**config.mk**
```make
export PLATFORM = sky130hd
export DESIGN_NAME = aho_corasick_engine
export DESIGN_NICKNAME = d
export VERILOG_FILES = /design/src/rtl/aho_corasick_engine.sv
export SDC_FILE = /design/constraint.sdc
export NUM_CORES = 2
export LEC_CHECK = 0
export ABC_CLOCK_PERIOD_IN_PS = 5900
export BUFFER_PORTS_ARGS = -buffer_cell sky130_fd_sc_hd__clkbuf_2
export CORE_MARGIN = 2
export CORE_UTILIZATION = 54
export CTS_BUF_LIST = sky130_fd_sc_hd__clkbuf_4 sky130_fd_sc_hd__clkbuf_8 sky130_fd_sc_hd__clkbuf_16
export DETAILED_ROUTE_END_ITERATION = 8
export GPL_TIMING_DRIVEN = 0
export PLACE_DENSITY_LB_ADDON = 0.1
export SYNTH_ARGS = -nofsm -noshare
export SYNTH_HDL_FRONTEND = slang
export SYNTH_SLANG_ARGS = --single-unit
```
**constraint.sdc**
```tcl
create_clock -name CLK -period 5.9 [get_ports CLK]
set_input_delay 1.475 -clock CLK [delete_from_list [all_inputs] [get_ports CLK]]
set_output_delay 1.475 -clock CLK [all_outputs]
set_load 0.03 [all_outputs]
```
**src/rtl/aho_corasick_engine.sv**
```systemverilog
// aho_corasick_engine: table-programmable Aho-Corasick string matcher.
// One symbol is accepted per READY/EN handshake. The engine then walks the
// goto/failure links held in register tables and reports each match with a
// pattern mask and the text position of the completing symbol.
// Optional feature: define AC_MATCH_CNT_EN to add a saturating MATCH_CNT output.
module aho_corasick_engine #(
  parameter int SYM_W    = 4,
  parameter int STATE_W  = 4,
  parameter int NPAT     = 4,
  parameter int POS_W    = 8,
  parameter int MAX_HOPS = 15
) (
  input  logic                      CLK,
  input  logic                      RST,
  input  logic                      EN,
  input  logic                      INITIALIZE,
  input  logic [SYM_W-1:0]          STRING,
  output logic                      READY,
  input  logic                      CFG_WE,
  input  logic [1:0]                CFG_SEL,
  input  logic [STATE_W+SYM_W-1:0]  CFG_ADDR,
  input  logic [NPAT+STATE_W:0]     CFG_DATA,
  output logic                      MATCH,
  output logic [NPAT-1:0]           MATCH_MASK,
  output logic [POS_W-1:0]          MATCH_POS,
  output logic [STATE_W-1:0]        CUR_STATE,
`ifdef AC_MATCH_CNT_EN
  output logic [15:0]               MATCH_CNT,
`endif
  output logic                      HOP_ERR
);

  localparam int NSTATES = 1 << STATE_W;
  localparam int NENT    = 1 << (STATE_W + SYM_W);
  localparam int HOP_W   = (MAX_HOPS < 1) ? 1 : $clog2(MAX_HOPS + 1);

  typedef enum logic [0:0] {
    IDLE   = 1'b0,
    LOOKUP = 1'b1
  } fsm_t;

  // Automaton tables, indexed {state,symbol} for goto and by state otherwise
  logic                goto_valid [NENT];
  logic [STATE_W-1:0]  goto_next  [NENT];
  logic [STATE_W-1:0]  fail_tab   [NSTATES];
  logic [NPAT-1:0]     out_tab    [NSTATES];

  fsm_t                state_q, state_d;
  logic [STATE_W-1:0]  cur_q, cur_d;
  logic [SYM_W-1:0]    sym_q, sym_d;
  logic [POS_W-1:0]    pos_cnt_q, pos_cnt_d;
  logic [POS_W-1:0]    pos_lat_q, pos_lat_d;
  logic [HOP_W-1:0]    hop_q, hop_d;
  logic                hop_err_q, hop_err_d;
  logic                match_q, match_d;
  logic [NPAT-1:0]     mask_q, mask_d;
  logic [POS_W-1:0]    mpos_q, mpos_d;
  logic                leave;

  logic                      cfg_ok;
  logic [STATE_W-1:0]        cfg_state;
  logic [STATE_W+SYM_W-1:0]  lookup_idx;
  logic                      unused_cfg_bits;

  // Tables only change while the engine idles, so a lookup never sees a half-written walk
  assign cfg_ok          = CFG_WE && (state_q == IDLE) && !INITIALIZE;
  assign cfg_state       = CFG_ADDR[STATE_W-1:0];
  assign lookup_idx      = {cur_q, sym_q};
  assign unused_cfg_bits = ^CFG_DATA;

  // Host table writes; reset clears every goto valid bit, fail link and out mask
  always_ff @(posedge CLK) begin
    if (!RST) begin
      for (int i = 0; i < NENT; i++) begin
        goto_valid[i] <= 1'b0;
        goto_next[i]  <= '0;
      end
      for (int i = 0; i < NSTATES; i++) begin
        fail_tab[i] <= '0;
        out_tab[i]  <= '0;
      end
    end else if (cfg_ok) begin
      case (CFG_SEL)
        2'd0: begin
          goto_valid[CFG_ADDR] <= CFG_DATA[STATE_W];
          goto_next[CFG_ADDR]  <= CFG_DATA[STATE_W-1:0];
        end
        2'd1:    fail_tab[cfg_state] <= CFG_DATA[STATE_W-1:0];
        2'd2:    out_tab[cfg_state]  <= CFG_DATA[NPAT-1:0];
        default: ;
      endcase
    end
  end

  // FSM state register
  always_ff @(posedge CLK) begin
    if (!RST) begin
      state_q <= IDLE;
    end else begin
      state_q <= state_d;
    end
  end

  // Scan datapath registers: automaton state, position, hop count and match outputs
  always_ff @(posedge CLK) begin
    if (!RST) begin
      cur_q     <= '0;
      sym_q     <= '0;
      pos_cnt_q <= '0;
      pos_lat_q <= '0;
      hop_q     <= '0;
      hop_err_q <= 1'b0;
      match_q   <= 1'b0;
      mask_q    <= '0;
      mpos_q    <= '0;
    end else begin
      cur_q     <= cur_d;
      sym_q     <= sym_d;
      pos_cnt_q <= pos_cnt_d;
      pos_lat_q <= pos_lat_d;
      hop_q     <= hop_d;
      hop_err_q <= hop_err_d;
      match_q   <= match_d;
      mask_q    <= mask_d;
      mpos_q    <= mpos_d;
    end
  end

  // Next-state logic: accept a symbol, then follow goto or failure links until resolved
  always_comb begin
    state_d   = state_q;
    cur_d     = cur_q;
    sym_d     = sym_q;
    pos_cnt_d = pos_cnt_q;
    pos_lat_d = pos_lat_q;
    hop_d     = hop_q;
    hop_err_d = hop_err_q;
    match_d   = 1'b0;
    mask_d    = '0;
    mpos_d    = mpos_q;
    leave     = 1'b0;

    if (INITIALIZE) begin
      state_d   = IDLE;
      cur_d     = '0;
      pos_cnt_d = '0;
      hop_d     = '0;
    end else begin
      case (state_q)
        IDLE: begin
          if (EN) begin
            sym_d     = STRING;
            pos_lat_d = pos_cnt_q;
            pos_cnt_d = pos_cnt_q + POS_W'(1);
            hop_d     = '0;
            state_d   = LOOKUP;
          end
        end
        LOOKUP: begin
          if (goto_valid[lookup_idx]) begin
            cur_d   = goto_next[lookup_idx];
            state_d = IDLE;
            leave   = 1'b1;
          end else if (cur_q == '0) begin
            state_d = IDLE;
            leave   = 1'b1;
          end else if (hop_q == HOP_W'(MAX_HOPS)) begin
            cur_d     = '0;
            hop_err_d = 1'b1;
            state_d   = IDLE;
          end else begin
            cur_d = fail_tab[cur_q];
            hop_d = hop_q + HOP_W'(1);
          end
        end
        default: state_d = IDLE;
      endcase
    end

    if (leave && (out_tab[cur_d] != '0)) begin
      match_d = 1'b1;
      mask_d  = out_tab[cur_d];
      mpos_d  = pos_lat_q;
    end
  end

  assign READY      = (state_q == IDLE);
  assign MATCH      = match_q;
  assign MATCH_MASK = mask_q;
  assign MATCH_POS  = mpos_q;
  assign CUR_STATE  = cur_q;
  assign HOP_ERR    = hop_err_q;

`ifdef AC_MATCH_CNT_EN
  logic [15:0] match_cnt_q;

  // Saturating count of match pulses, restarted with the text scan
  always_ff @(posedge CLK) begin
    if (!RST) begin
      match_cnt_q <= '0;
    end else if (INITIALIZE) begin
      match_cnt_q <= '0;
    end else if (match_d && (match_cnt_q != 16'hFFFF)) begin
      match_cnt_q <= match_cnt_q + 16'd1;
    end
  end

  assign MATCH_CNT = match_cnt_q;
`endif

endmodule

```
==> results.md <==
* Seq/Total Area, Yosys at 0.613
* CTS root buffer: clkbuf_16
* Syn avg cell area at 12.5 µm²
* Hold Buf Count CTS at 0
* Final HPWL DP at 209 mm
* Vias at 53,030
* Slew margin rel. at -0.112
* VDD IR-drop max at 0.347 mV
* Reg clk slew, reported paths at 60 ps
* Die ar. at 125,000 µm²
* Gr usage total at 0.466
* Initial antenna violation count at 18
* Post-route DRC violation count at 0
* Vias per Instance at 7.29
* Vias in the first global route at 48,362
* Worst slew pin tran at 1670 ps
* Fin area at 74,400 µm²
* FMAX at 164 MHz
* I/O Pins at 47
* Main synth FF type: edfxtp_1
* Final GP Congestion at 1.05
* Worst hold slack at 454 ps
* Max Cap Violations at 2
* WL per Instance at 40.5 µm
* Synth Instances at 5,303
* Initial core utilization at 0.544
* Port bufs at 40
* CP Max Fanout at 19
* Post-route ant nets at 0
* Inserted Clock Buffers at 153
* Max Root-Sink Buffers at 3
* Die H at 354 µm
* Async S/R FF share, synth at 0
* Placed Area at 68,500 µm²
* Setup violators final at 9
* Final wirelength at 295 mm
* Chip width at 354 µm
* Status: finished, violations left
* Synth cell types at 76
* Synth Net Count at 5,333
* Worst Hold Class: flop to flop
* Worst setup margin at -195 ps
* Critical Path Start Type: flop
* Final Max Tran Viols at 23
* Failing checks: max-capacitance violations, max-slew violations, negative setup slack
* Cell Area, Synth at 66,200 µm²
* Post-layout minimum cycle time at 6090 ps
* Kind of critical path: flop to flop
* CP required at 6630 ps
* Post-Route Skew at 37.8 ps
* Ys Warns at 0
* Crit end category: flop
* Total power at 23.0 mW
* Leakage at 25.1 nW
* PD cells at 309 nW/µm²
* CTS H-tree lvls at 4
* Global route overflow at 0
* Total Nets Final at 5,544
* CTS tree: built
* Final Hold Vio Count at 0
* Layout cells sized above 1 at 0.151
* Global-route wire length before repair at 396 mm
* Skew-Pair Late Insertion Delay at 830 ps
* Growth of design area from synthesis to finish at 12.5%
* Tcrit/Tclk final at 1.03
* Largest net degree at the start of global routing at 20
* Sink Count at 1,451
* EDFF count, synth at 1,152
* Rows at 128
* Pre-Repair DR Iteration Count at 7
* First-iteration detailed-routing DRC count at 11,165
* #FFs+latches synth at 1,451
* CP arrival at 6820 ps
* Core footprint at 122,000 µm²
[layout by cell type, fill, tap and decap left out, types with 9 or more instances in the layout]
cell | synthesis | routed
nor2_1 | 1072 | 1072
buf_4 | 19 | 24
mux4_2 | 353 | 356
mux2i_1 | 68 | 53
and3_1 | 133 | 133
clkbuf_4 | 1 | 51
clkbuf_16 | 0 | 155
mux2_2 | 9 | 9
buf_2 | 42 | 17
nor2b_1 | 18 | 17
a21oi_1 | 48 | 45
and2_1 | 9 | 9
diode_2 | 0 | 10
clkinv_1 | 4 | 33
a22oi_1 | 21 | 21
buf_1 | 51 | 46
nand2b_1 | 17 | 17
nand3_1 | 287 | 287
dfxtp_1 | 299 | 298
clkbuf_1 | 456 | 438
clkinv_2 | 0 | 24
mux4_1 | 31 | 28
buf_6 | 28 | 26
nand2_1 | 505 | 504
buf_8 | 4 | 13
buf_12 | 6 | 31
nor3_1 | 25 | 24
mux2i_2 | 0 | 9
o21ai_0 | 265 | 264
a221oi_2 | 0 | 11
clkbuf_2 | 0 | 49
edfxtp_1 | 1152 | 1152
or3_1 | 11 | 11
o211ai_1 | 263 | 263
[routing by layer]
metal	track usage	vias up	wire [µm]
met3	0.258	951	57700
met5	0.0208	-	474
met4	0.237	30	18000
li1	-	20021	-
met2	0.616	5457	117000
met1	0.613	26571	102000
[report_power, final]
group	internal, mW	switching [mW]	total [mW]
Sequential	11.3	0.107	11.4
Combinational	0.505	1.28	1.78
Clock	5.45	4.34	9.80
[final cells by class]
class | count | area, µm²
Antenna cell | 10 | 25.0
Buffer | 606 | 3340
Clock buffer | 203 | 4280
Clock inverter | 79 | 679
Fill cell | 9814 | 47300
Inverter | 7 | 28.8
Multi-Input combinational cell | 3237 | 23100
Sequential cell | 1451 | 40600
Tap cell | 1625 | 2030
Timing Repair Buffer | 58 | 398
[metrics by stage]
stage / util / std cells / setup slack, ps / setup TNS [ps]
after floorplan: - / 5303 / 1400 / 0
after global placement: 0.562 / 6968 / -1780 / -67840
after detailed placement: 0.563 / 6970 / -1740 / -60490
after CTS: 0.608 / 7250 / 0.0173 / 0
after global routing: 0.611 / 7268 / -11.5 / -11.5
final: 0.612 / 7276 / -195 / -1510
[kinds of logic after synthesis]
logic type,share of synthesized area
AO/OA/AOI/OAI,0.0643
XOR/XNOR,0.000926
adder cells (fa/ha/maj),0.000378
buffers and inverters,0.0422
flip-flops,0.613
multiplexers,0.145
AND/OR/NAND/NOR,0.134
[worst max-delay path: stages (launching register included)]
cell,delay [ps]
dfxtp_1,500
buf_6,280
buf_6,230
buf_12,250
buf_6,290
buf_6,330
buf_8,290
buf_6,320
buf_4,360
mux4_2,420
mux2i_2,340
o221ai_1,220
a21oi_2,340
nor3_2,130
o21bai_4,290
nand2b_1,200
a221o_1,330
and4_4,220
a41oi_2,210
buf_6,190
mux2i_1,180
[registers in the layout (all words and copies together), names as in the netlist, 4 cells and up]
name        cells
CUR_STATE       4
goto_valid    256
fail_tab       64
hop_q           4
sym_q           4
pos_lat_q       8
goto_next    1024
MATCH_MASK      4
pos_cnt_q       8
MATCH_POS       8
out_tab        64
[worst paths after layout]
check                             from                   endpoint  slack, ps  depth (start not counted)
max              sym_q[2]$_SDFFE_PN0P_  MATCH_POS[6]$_SDFFE_PN0P_       -190                         20
min          pos_lat_q[0]$_SDFFE_PN0P_  pos_lat_q[0]$_SDFFE_PN0P_        450                          2
max reg2reg      sym_q[2]$_SDFFE_PN0P_  MATCH_POS[6]$_SDFFE_PN0P_       -190                         20
min reg2reg  pos_lat_q[0]$_SDFFE_PN0P_  pos_lat_q[0]$_SDFFE_PN0P_        450                          2
[cell usage after synthesis, drive strengths merged, types with 7 or more instances]
| library cell | number | area (µm²) |
|---|---|---|
| nor3 | 25 | 125 |
| nand2 | 505 | 1900 |
| a211oi | 7 | 57.6 |
| a21oi | 48 | 240 |
| nand3 | 287 | 1440 |
| nand2b | 18 | 115 |
| and3 | 133 | 832 |
| clkbuf | 457 | 1720 |
| edfxtp | 1152 | 34600 |
| buf | 150 | 1040 |
| or3 | 11 | 68.8 |
| a221oi | 15 | 131 |
| o211ai | 263 | 1970 |
| o21ai | 268 | 1340 |
| mux2i | 68 | 681 |
| mux2 | 9 | 101 |
| a22oi | 21 | 158 |
| nor2 | 1072 | 4020 |
| nor2b | 18 | 113 |
| mux4 | 385 | 8790 |
| nand4 | 8 | 50.1 |
| and2 | 13 | 83.8 |
| dfxtp | 299 | 5990 |
[timing repair]
item | in CTS | in global routing
endpoints found under the setup margin | 16 | 9
gates resized for setup | 158 | 75
buffers inserted | 0 | 16
pin swaps | 1 | 5
Power figures use the tool's default switching activity.
